--- src/rtl/mc_ctrl_fsm.sv ---
// mc_ctrl_fsm: multicycle main controller for the shared CPU datapath.
// Moore FSM walking fetch/decode/execute/memory/write-back, emitting every
// datapath enable, mux select and the 6-bit ALU operation each cycle.
// Optional build macro: MC_CTRL_MEM_WAIT_EN -- FETCH, MEM_RD and MEM_WR
// stretch until mem_ready is high; without it mem_ready is ignored.
//
// state    | code | meaning
// ---------+------+----------------------------------------------------
// FETCH    |  0   | read instruction at PC, load IR, PC <= PC + 4
// DECODE   |  1   | branch target into ALUOut, dispatch on opcode
// MEM_ADDR |  2   | effective address A + sign-extended immediate
// MEM_RD   |  3   | load data read at ALUOut into MDR
// MEM_WB   |  4   | MDR written to register rt
// MEM_WR   |  5   | store B at ALUOut
// EXEC_R   |  6   | R-type ALU operation selected by funct
// R_WB     |  7   | ALUOut written to register rd
// EXEC_I   |  8   | immediate ALU operation selected by opcode
// I_WB     |  9   | ALUOut written to register rt
// BRANCH   | 10   | bgtz: PC <= ALUOut when A > 0
// JUMP     | 11   | PC <= jump target
// 12..15   |  -   | unreachable, recover to FETCH
module mc_ctrl_fsm #(
  parameter int INSTR_CNT_W = 32
) (
  input  logic                   clk,
  input  logic                   rst,
  input  logic [5:0]             opcode,
  input  logic [5:0]             funct,
  input  logic                   alu_zero,
  input  logic                   mem_ready,
  output logic                   pc_write,
  output logic                   pc_write_cond,
  output logic                   i_or_d,
  output logic                   mem_read,
  output logic                   mem_write,
  output logic                   ir_write,
  output logic                   reg_dst,
  output logic                   mem_to_reg,
  output logic                   reg_write,
  output logic                   alu_src_a,
  output logic [1:0]             alu_src_b,
  output logic [1:0]             pc_source,
  output logic [5:0]             alu_op,
  output logic [3:0]             state,
  output logic                   illegal,
  output logic [INSTR_CNT_W-1:0] instr_count
);

  typedef enum logic [3:0] {
    S_FETCH    = 4'd0,
    S_DECODE   = 4'd1,
    S_MEM_ADDR = 4'd2,
    S_MEM_RD   = 4'd3,
    S_MEM_WB   = 4'd4,
    S_MEM_WR   = 4'd5,
    S_EXEC_R   = 4'd6,
    S_R_WB     = 4'd7,
    S_EXEC_I   = 4'd8,
    S_I_WB     = 4'd9,
    S_BRANCH   = 4'd10,
    S_JUMP     = 4'd11
  } state_t;

  localparam logic [5:0] ALU_NOP = 6'b000000;
  localparam logic [5:0] ALU_ADD = 6'b100000;
  localparam logic [5:0] ALU_SUB = 6'b100010;
  localparam logic [5:0] ALU_AND = 6'b100100;
  localparam logic [5:0] ALU_OR  = 6'b100101;
  localparam logic [5:0] ALU_XOR = 6'b100110;
  localparam logic [5:0] ALU_NOR = 6'b100111;

  localparam logic [5:0] OP_RTYPE = 6'b000000;
  localparam logic [5:0] OP_LW    = 6'b100011;
  localparam logic [5:0] OP_SW    = 6'b101011;
  localparam logic [5:0] OP_ADDI  = 6'b001000;
  localparam logic [5:0] OP_ANDI  = 6'b001100;
  localparam logic [5:0] OP_ORI   = 6'b001101;
  localparam logic [5:0] OP_XORI  = 6'b001110;
  localparam logic [5:0] OP_BGTZ  = 6'b000111;
  localparam logic [5:0] OP_J     = 6'b000010;

  state_t                 r_state;
  state_t                 w_next_state;
  logic                   w_retire;
  logic                   w_mem_go;
  logic                   w_funct_ok;
  logic [INSTR_CNT_W-1:0] r_instr_count;

  // alu_zero qualifies pc_write_cond outside this block; it is a port for
  // completeness of the datapath bundle only.
  logic w_unused;
  assign w_unused = ^{alu_zero, mem_ready};

`ifdef MC_CTRL_MEM_WAIT_EN
  assign w_mem_go = mem_ready;
`else
  assign w_mem_go = 1'b1;
`endif

  // Legal R-type funct codes are exactly the six ALU operations.
  always_comb begin
    w_funct_ok = 1'b0;
    case (funct)
      ALU_ADD, ALU_SUB, ALU_AND, ALU_OR, ALU_XOR, ALU_NOR: w_funct_ok = 1'b1;
      default:                                             w_funct_ok = 1'b0;
    endcase
  end

  // State register; reset aborts any instruction in flight.
  always_ff @(posedge clk or posedge rst) begin
    if (rst) r_state <= S_FETCH;
    else     r_state <= w_next_state;
  end

  // Next-state and Moore control decode; illegal also looks at opcode/funct.
  always_comb begin
    w_next_state  = S_FETCH;
    w_retire      = 1'b0;
    pc_write      = 1'b0;
    pc_write_cond = 1'b0;
    i_or_d        = 1'b0;
    mem_read      = 1'b0;
    mem_write     = 1'b0;
    ir_write      = 1'b0;
    reg_dst       = 1'b0;
    mem_to_reg    = 1'b0;
    reg_write     = 1'b0;
    alu_src_a     = 1'b0;
    alu_src_b     = 2'd0;
    pc_source     = 2'd0;
    alu_op        = ALU_NOP;
    illegal       = 1'b0;
    case (r_state)
      S_FETCH: begin
        mem_read  = 1'b1;
        alu_src_b = 2'd1;
        alu_op    = ALU_ADD;
        // Gating the loads while memory stalls keeps PC from advancing twice.
        ir_write  = w_mem_go;
        pc_write  = w_mem_go;
        w_next_state = w_mem_go ? S_DECODE : S_FETCH;
      end
      S_DECODE: begin
        alu_src_b = 2'd3;
        alu_op    = ALU_ADD;
        case (opcode)
          OP_RTYPE:                         w_next_state = S_EXEC_R;
          OP_LW, OP_SW:                     w_next_state = S_MEM_ADDR;
          OP_ADDI, OP_ANDI, OP_ORI, OP_XORI: w_next_state = S_EXEC_I;
          OP_BGTZ:                          w_next_state = S_BRANCH;
          OP_J:                             w_next_state = S_JUMP;
          default: begin
            w_next_state = S_FETCH;
            illegal      = 1'b1;
          end
        endcase
      end
      S_MEM_ADDR: begin
        alu_src_a    = 1'b1;
        alu_src_b    = 2'd2;
        alu_op       = ALU_ADD;
        w_next_state = (opcode == OP_SW) ? S_MEM_WR : S_MEM_RD;
      end
      S_MEM_RD: begin
        i_or_d       = 1'b1;
        mem_read     = 1'b1;
        w_next_state = w_mem_go ? S_MEM_WB : S_MEM_RD;
      end
      S_MEM_WB: begin
        reg_write    = 1'b1;
        mem_to_reg   = 1'b1;
        w_retire     = 1'b1;
        w_next_state = S_FETCH;
      end
      S_MEM_WR: begin
        i_or_d       = 1'b1;
        mem_write    = 1'b1;
        w_retire     = w_mem_go;
        w_next_state = w_mem_go ? S_FETCH : S_MEM_WR;
      end
      S_EXEC_R: begin
        alu_src_a = 1'b1;
        if (w_funct_ok) begin
          alu_op       = funct;
          w_next_state = S_R_WB;
        end else begin
          illegal      = 1'b1;
          w_next_state = S_FETCH;
        end
      end
      S_R_WB: begin
        reg_write    = 1'b1;
        reg_dst      = 1'b1;
        w_retire     = 1'b1;
        w_next_state = S_FETCH;
      end
      S_EXEC_I: begin
        alu_src_a = 1'b1;
        alu_src_b = 2'd2;
        case (opcode)
          OP_ADDI: alu_op = ALU_ADD;
          OP_ANDI: alu_op = ALU_AND;
          OP_ORI:  alu_op = ALU_OR;
          OP_XORI: alu_op = ALU_XOR;
          default: alu_op = ALU_NOP;
        endcase
        w_next_state = S_I_WB;
      end
      S_I_WB: begin
        reg_write    = 1'b1;
        w_retire     = 1'b1;
        w_next_state = S_FETCH;
      end
      S_BRANCH: begin
        alu_src_a     = 1'b1;
        pc_write_cond = 1'b1;
        pc_source     = 2'd1;
        w_retire      = 1'b1;
        w_next_state  = S_FETCH;
      end
      S_JUMP: begin
        pc_write     = 1'b1;
        pc_source    = 2'd2;
        w_retire     = 1'b1;
        w_next_state = S_FETCH;
      end
      default: w_next_state = S_FETCH;
    endcase
  end

  // Retired-instruction counter; wraps naturally at its width.
  always_ff @(posedge clk or posedge rst) begin
    if (rst)           r_instr_count <= '0;
    else if (w_retire) r_instr_count <= r_instr_count + INSTR_CNT_W'(1);
  end

  assign state       = r_state;
  assign instr_count = r_instr_count;

endmodule

--- config.mk ---
export PLATFORM = sky130hd
export DESIGN_NAME = mc_ctrl_fsm
export DESIGN_NICKNAME = d
export VERILOG_FILES = /design/src/rtl/mc_ctrl_fsm.sv
export SDC_FILE = /design/constraint.sdc
export NUM_CORES = 1
export LEC_CHECK = 0
export ABC_CLOCK_PERIOD_IN_PS = 1500
export BUFFER_PORTS_ARGS = -buffer_cell sky130_fd_sc_hd__buf_2
export CORE_ASPECT_RATIO = 1.75
export CORE_UTILIZATION = 45
export DETAILED_ROUTE_END_ITERATION = 8
export GPL_TIMING_DRIVEN = 0
export PLACE_DENSITY = 0.78
export SYNTH_ARGS = -nofsm -noshare
export SYNTH_HDL_FRONTEND = slang
export SYNTH_SLANG_ARGS = --single-unit
export TNS_END_PERCENT = 100
--- constraint.sdc ---
create_clock -name clk -period 1.5 [get_ports clk]
set_input_delay 0.15 -clock clk [delete_from_list [all_inputs] [get_ports clk]]
set_output_delay 0.15 -clock clk [all_outputs]
set_load 0.01 [all_outputs]
Word level (Yosys, flattened, before mapping) --
Index checks and enable logic that the tools add are counted.
Word-level totals: register bits 36, bits in latches 0, bits in writable memories 0, bits in read-only memories 0, output and inout bits 57, word-level logic and storage cells 66, memories 0
Cells by class: $add $sub $neg 1, $mul 0, divide/modulo/power cells 0, magnitude comparators 0, equal/unequal tests 25, shift-type cells 0, mux-type cells 24, bitwise operators 0, reductions and logical operators 14
Operators by type and width (count):
- == test 6 bit, second input constant | 8
- adder 32 x 1 -> 32 bit, second input constant | 1
- == test 6 x 4 -> 1 bit, second input constant | 4
- one-hot mux 4 bit (6 select lines) | 1
- one-hot mux 6 bit (4 select lines) | 1
- one-hot mux 4 bit (5 select lines) | 1
- one-hot mux 6 bit (3 select lines) | 1
- == test 4 x 3 -> 1 bit, second input constant | 4
- == test 4 bit, second input constant | 4
- two-way mux 1 bit | 14
- OR reduction 6 bit | 2
- OR reduction 2 bit | 5
- OR reduction 9 bit | 1
- == test 4 x 2 -> 1 bit, second input constant | 2
- OR reduction 4 bit | 2
- == test 6 x 2 -> 1 bit, second input constant | 1
- == test 6 x 3 -> 1 bit, second input constant | 1
- logical NOT 6 bit | 1
- two-way mux 3 bit | 2
- two-way mux 6 bit | 1
- one-hot mux 2 bit (3 select lines) | 1
- OR reduction 3 bit | 2
- == test 4 x 1 -> 1 bit, second input constant | 1
- logical NOT 4 bit | 1
- 2 further kinds | 2

Depth between registers and ports, before layout --
Gate-level depths: netlist of the first run.
depth in word-level cells 5, gate-level depth with buffers 6, depth with buffers taken out 5

Least setup slack after synthesis of the first run --
OpenSTA, ideal clock, no wires.
path type flip-flop to output port, from register r_state[1], in the netlist state[1], to output port alu_op[0], data arrival time 1.536 ns, required time 1.350 ns, path slack -0.186 ns, stages on the path, launching flop included 6, path buffers 2, cells stage by stage dfrtp_1 -> buf_2 -> or2_2 -> clkbuf_1 -> nor4_2 -> a32o_1
Between the ends: longest elaborated chain between the ends 3
RTL lines:
- start: declaration | line 82 | state_t r_state;
- start signal: assignment | line 112 | else r_state <= w_next_state;
- == test 4 x 1 -> 1 bit (tied with other cells) | line 133 | case (r_state)
- OR reduction 3 bit (no line)
- one-hot mux 6 bit (3 select lines) (*) | line 133
- end: declaration | line 43 | output logic [5:0] alu_op,
Every way passes the cells marked *; elsewhere a longest branch is shown, timed or not.

Final worst setup path of the first run --
from register r_state[2], in the netlist state[2], to output port alu_op[1]
The elaborated chain is that of the path after synthesis.

==> results of run 1 <==
## synthesized netlist by cell type (3+ instances only)
cell and number:
a21oi_1 7, and2_1 4, and3_1 4, buf_2 3, buf_4 4, buf_6 3
clkbuf_1 6, dfrtp_1 36, inv_1 11, nand2_1 16, nand2b_1 4, nand3_1 16
nand4_1 16, nor2_1 17, nor3_1 3, nor4_1 5, o22ai_1 3, xnor2_1 32
xor2_1 3
## per-stage QoR
step / TNS [ns] / instances / total power (uW) / utilization, %
final: -7.216 / 390 / 3995 / 74.34
after global routing: -9.760 / 390 / 4182 / 74.34
after CTS: -7.245 / 384 / 3697 / 69.29
after detailed placement: -4.885 / 352 / 2516 / 58.46
after global placement: -4.421 / 352 / 2485 / 58.46
after floorplan: -1.023 / 233 / 2109 / -
## where the power goes
part           total (uW)  internal (uW)  switching [uW]  leakage [uW]
clock network         750            419             331     0.0000515
logic                2060           1030            1020       0.00108
registers            1190           1060             125      0.000481
## per-layer routing
metal	vias to the layer above	GRT usage, %	routed length [um]
li1	1028	-	-
met5	-	0	0
met2	77	42.99	3513
met4	0	11.75	147
met3	9	3.236	234
met1	1046	23.59	2236
## worst max-delay path: cells and delay by family, from the launching register on
family	cells	cell delay, ns
AND/OR/NAND/NOR	2	0.47
flip-flops	1	0.39
buffers and inverters	2	0.24
AO/OA/AOI/OAI	1	0.23
## sequential cells by signal, summed over array words and instances (netlist names)
name	count
instr_count	32
state	4
## worst max-delay path by stage
stage                          startpoint  slack, ns              end  cells after the start
after floorplan                  state[1]      -0.09        alu_op[0]                      5
after global placement    instr_count[15]      -0.20  instr_count[31]                      4
after detailed placement         state[3]      -0.21        alu_op[0]                      7
after CTS                        state[3]      -0.25        alu_op[0]                      7
after global routing             state[2]      -0.32        alu_op[1]                      5
final                            state[2]      -0.26        alu_op[1]                      5
## area by class of cell
type / instances / share of cell area, %
clock buffers: 8 / 2.886
well taps: 52 / 1.876
repair buffers: 102 / 21.10
inverters: 11 / 1.190
plain buffers: 12 / 3.319
flip-flops and latches: 36 / 26.30
multi-input cells: 169 / 43.33
## kinds of logic (layout without fill, tap and decap cells)
family	after synthesis	after routing	synth area share, %
XOR/XNOR	35	35	14.12
adder cells (fa/ha/maj)	2	2	1.037
AND/OR/NAND/NOR	99	99	25.65
AO/OA/AOI/OAI	31	31	10.72
flip-flops	36	36	41.50
buffers and inverters	28	133	6.801
other	1	2	0.1727
## what timing repair did
item                       4_1_cts  5_1_grt
pin swaps                       43       26
setup endpoints to repair       51       55
buffers inserted                25        8
resized for setup               59       39
cloned                           2        0
==> out/summary.txt, run 1 <==
Synth area leader: dfrtp_1
die width: 54.51 um
Worst path most repeated cell: buf_6
area grow syn2layout: 59.77%
starting density of the core: 46.53%
cts bufs inserted: 5
Peak VDD IR: 826.1 uV
largest cells by area after synthesis: dfrtp_1, xnor2_1, nand4_1
initial antenna violation count: 0
Pins Over Slew Limit: 0
Final Hold Fails: 28
antenna-violating nets left: 0
pin count of the biggest net entering global routing: 37
First-pass DRT Iterations: 4
Sink Count: 36
endpoints failing setup: 48
power density over the cells: 1152 nW/um2
cells after synthesis: 232
drt drc: 0
Critical Path RT: 1.35 ns
DR vias/cell: 5.538
Worst Skew: 0.005754 ns
sequential element share of the synthesized area: 41.50%
Hold-fix buffers, CTS: 0
Critical Path Source Type: flip-flop
Max-slew headroom: 50.91%
RSZ-0062 raised after global routing: true
GRT overflow: 0
failing checks: hold timing, setup timing
dpl ws: -0.2097 ns
Setup WS post-layout: -0.2631 ns
placer congestion estimate: 0.7605
crit share post-route: 117.5%
Core Region: 4666 um2
fmax: 567.2 MHz
CP Class: flip-flop to primary output
vias: 2,160
Synth async-reset ratio: 100.0%
final WL: 6131 um
all-layer global routing usage: 23.31%
Reg2Reg Setup Slack: -0.24 ns
I/O pin cnt: 73
Net count, final: 354
Worst-Margin Slew: 0.7353 ns
Critical Path Sink Type: primary output
EDFF count, synth: 0
Synth Cell Area: 2171 um2
clock latency on the worst-skew pair: 0.28 ns
Synth top area share: 41.50%
number of DRC markers in iteration 0: 35
Critical R2R Capture: instr_count[17]
vias in the first global route: 2,032
register area: 912.1 um2
Fillers: 317
Root Buffer: clkbuf_8
Min-Delay Path Class: input pin to async pin
Reg2Reg Depth: 7
dpl hpwl: 3785 um
Leak: 0.001615 uW
Yosys warning count: 0
MaxCap Viol Count: 0
clock tree from TritonCTS: yes
Bufs on Longest Clock Path: 2
Slowest cell on crit path: dfrtp_1
Final Critical Period: 1.763 ns
drt wl/cell: 15.72 um
Top FF cell, synth: dfrtp_1
Critical R2R Launch: state[2]
global-route wire length before repair: 8832 um
Inserted Diodes: 0
most common cell after layout, fill and taps aside: buf_2
die height: 93.88 um
Site Rows: 33
CP cell instances: buf_6, nand2b_4, nor4_4, a32o_2, buf_6
Clock H-tree levels: 2
max incr delay on CP: 0.39 ns
placement-stage cell area: 2728 um2
outcome: finished with violations
CP Max Fanout: 8
PortBufs: 67
commonest non-fill, non-tap cells in the layout: buf_2, buf_6, xnor2_1
clock-pin slew on the worst setup and hold paths: 0.07 ns
count of cell types in the netlist: 47
WHS: -0.01148 ns
share of cells above drive strength 1: 55.62%
Data arrival, critical path: 1.61 ns
die area: 5117 um2
post-route design area: 3468 um2
Synth Area per Inst: 9.357 um2
multi-input logic area: 1503 um2
Yosys reg bits: 36
Power figures use the tool's default switching activity.
==> inputs of run 2 (changes only) <==
ABC_CLOCK_PERIOD_IN_PS = 2200   (was 1500)
CORE_UTILIZATION = 54   (was 45)
PLACE_DENSITY = 0.88   (was 0.78)
SLEW_MARGIN = 15   (was not set)
clock period = 2.2 ns   (was 1.5 ns; I/O delays follow)
==> run 2 against run 1 <==
  * The flow now finishes without violations
  * Wire length down 11%
  * First-iteration DRC count up 11%
  * Cell count down 9.0%
  * Combinational power down 61%
  * Flip-flop and latch count unchanged
  * Worst hold slack better by 0.062 ns
  * Critical path depth up 1
  * Total power down 47%
  * Via count down 7.5%
==> out/summary.txt, run 2 (synthesized netlist as in run 1, its figures left out) <==
PortBufs: 67
power density over the cells: 792.9 nW/um2
Pins Over Slew Limit: 0
Data arrival, critical path: 1.89 ns
Worst-Margin Slew: 0.7374 ns
final WL: 5446 um
Layout Cells excl Fill: 355
drt drc: 0
dpl hpwl: 4063 um
Critical Path Source Type: flip-flop
vias in the first global route: 1,916
setup tns final: 0 ns
Final Hold Fails: 0
Logic pwr share: 38.2%
GRT overflow: 0
share of cells above drive strength 1: 30.94%
internal power: 1334 uW
Reg2Reg Setup Slack: 0.28 ns
Core Region: 3866 um2
MaxCap Viol Count: 0
Sink Count: 36
clock latency on the worst-skew pair: 0.29 ns
placement-stage cell area: 2570 um2
Largest register FFs: 32
area grow syn2layout: 23.40%
Bufs on Longest Clock Path: 2
Inserted Diodes: 0
antenna-violating nets left: 0
vias: 1,999
Fillers: 324
Worst Skew: 0.003211 ns
setup bufs post-CTS: 0
CP Max Fanout: 7
die area: 4288 um2
RSZ-0062 raised after global routing: false
met2 Use GR: 51.84%
Switching Fraction: 37.18%
Leak: 0.001317 uW
CP Class: flip-flop to primary output
post-route design area: 2679 um2
outcome: complete, no violations
DR vias/cell: 5.631
starting density of the core: 56.15%
crit share post-route: 95.76%
clock tree from TritonCTS: yes
endpoints failing setup: 0
most common cell after layout, fill and taps aside: buf_2
GRT Max-Usage Layer: met2
Min-Delay Path Class: input pin to async pin
commonest non-fill, non-tap cells in the layout: buf_2, dfrtp_1, xnor2_1
pin count of the biggest net entering global routing: 37
clock power share: 23.9%
Critical Path Sink Type: primary output
initial antenna violation count: 0
die width: 49.93 um
Switch Pwr: 789.7 uW
die height: 85.88 um
global-route wire length before repair: 8983 um
Placed Cells: 348
Seq pwr share: 37.8%
number of DRC markers in iteration 0: 39
Site Rows: 30
met1 GRT Util: 29.53%
placer congestion estimate: 0.8303
Critical Path RT: 1.98 ns
Root Buffer: clkbuf_8
clock-pin slew on the worst setup and hold paths: 0.07 ns
Final Critical Period: 2.107 ns
Clock H-tree levels: 2
Peak VDD IR: 549.4 uV
Hold-fix buffers, CTS: 0
drt wl/cell: 15.34 um
Max-slew headroom: 50.77%
fmax: 474.7 MHz
First-pass DRT Iterations: 4
all-layer global routing usage: 27.48%
cts bufs inserted: 5
M3 GR Usage: 3.901%
I/O pin cnt: 73
Net count, final: 324
run 2: final timing paths:
check | end | start | cells past startpoint
setup / recovery | alu_op[0] | state[1] | 6
hold reg to reg | instr_count[28] | instr_count[28] | 1
hold / removal | instr_count[0] | rst | 2
setup reg to reg | instr_count[25] | state[1] | 6
max in group asynchronous | state[3] | rst | 2
min in group clk | state[3] | opcode[5] | 4
run 2: power by group through the flow:
stage | Clock, uW | Sequential, uW | Combinational [uW]
finish | 508 | 804 | 812
global route | 529 | 815 | 899
CTS | 510 | 801 | 803
detailed placement | 0 | 812 | 791
global placement | 0 | 809 | 774
floorplan | 0 | 822 | 515
run 2: routing by layer:
metal,wire [um],up-vias
met3,156,12
met1,2102,953
met4,131,0
met5,0,-
met2,3056,66
li1,-,968
run 2: repair_timing:
action | in CTS | in global routing
setup endpoints to repair | 2 | 3
pin swaps | 0 | 2
resized for setup | 1 | 2
run 2: area by class of cell:
type / count / area [um2] / area share [%]
buffer: 17 / 108.9 / 4.064
timing repair buffer: 67 / 335.3 / 12.52
clock buffer: 7 / 96.34 / 3.596
inverter: 11 / 41.29 / 1.541
tap: 48 / 60.06 / 2.242
multi-input combinational: 169 / 1135 / 42.36
sequential: 36 / 902.1 / 33.68
run 2: critical path, stage by stage (launching register included):
cell	delay [ns]
dfrtp_1	0.39
buf_2	0.17
or2_2	0.29
clkbuf_1	0.20
nor4_4	0.22
a32o_1	0.20
buf_2	0.12
run 2: stage by stage:
step	total power (uW)	util [%]	worst slack [ns]	hold WS (ns)
after floorplan	1337	-	0.4444	0.3870
after global placement	1582	66.47	0.3021	0.4569
after detailed placement	1603	66.47	0.2953	0.3818
after CTS	2114	69.19	0.01870	0.07399
after global routing	2244	69.29	0.01114	0.1303
final	2124	69.29	0.09328	0.05049
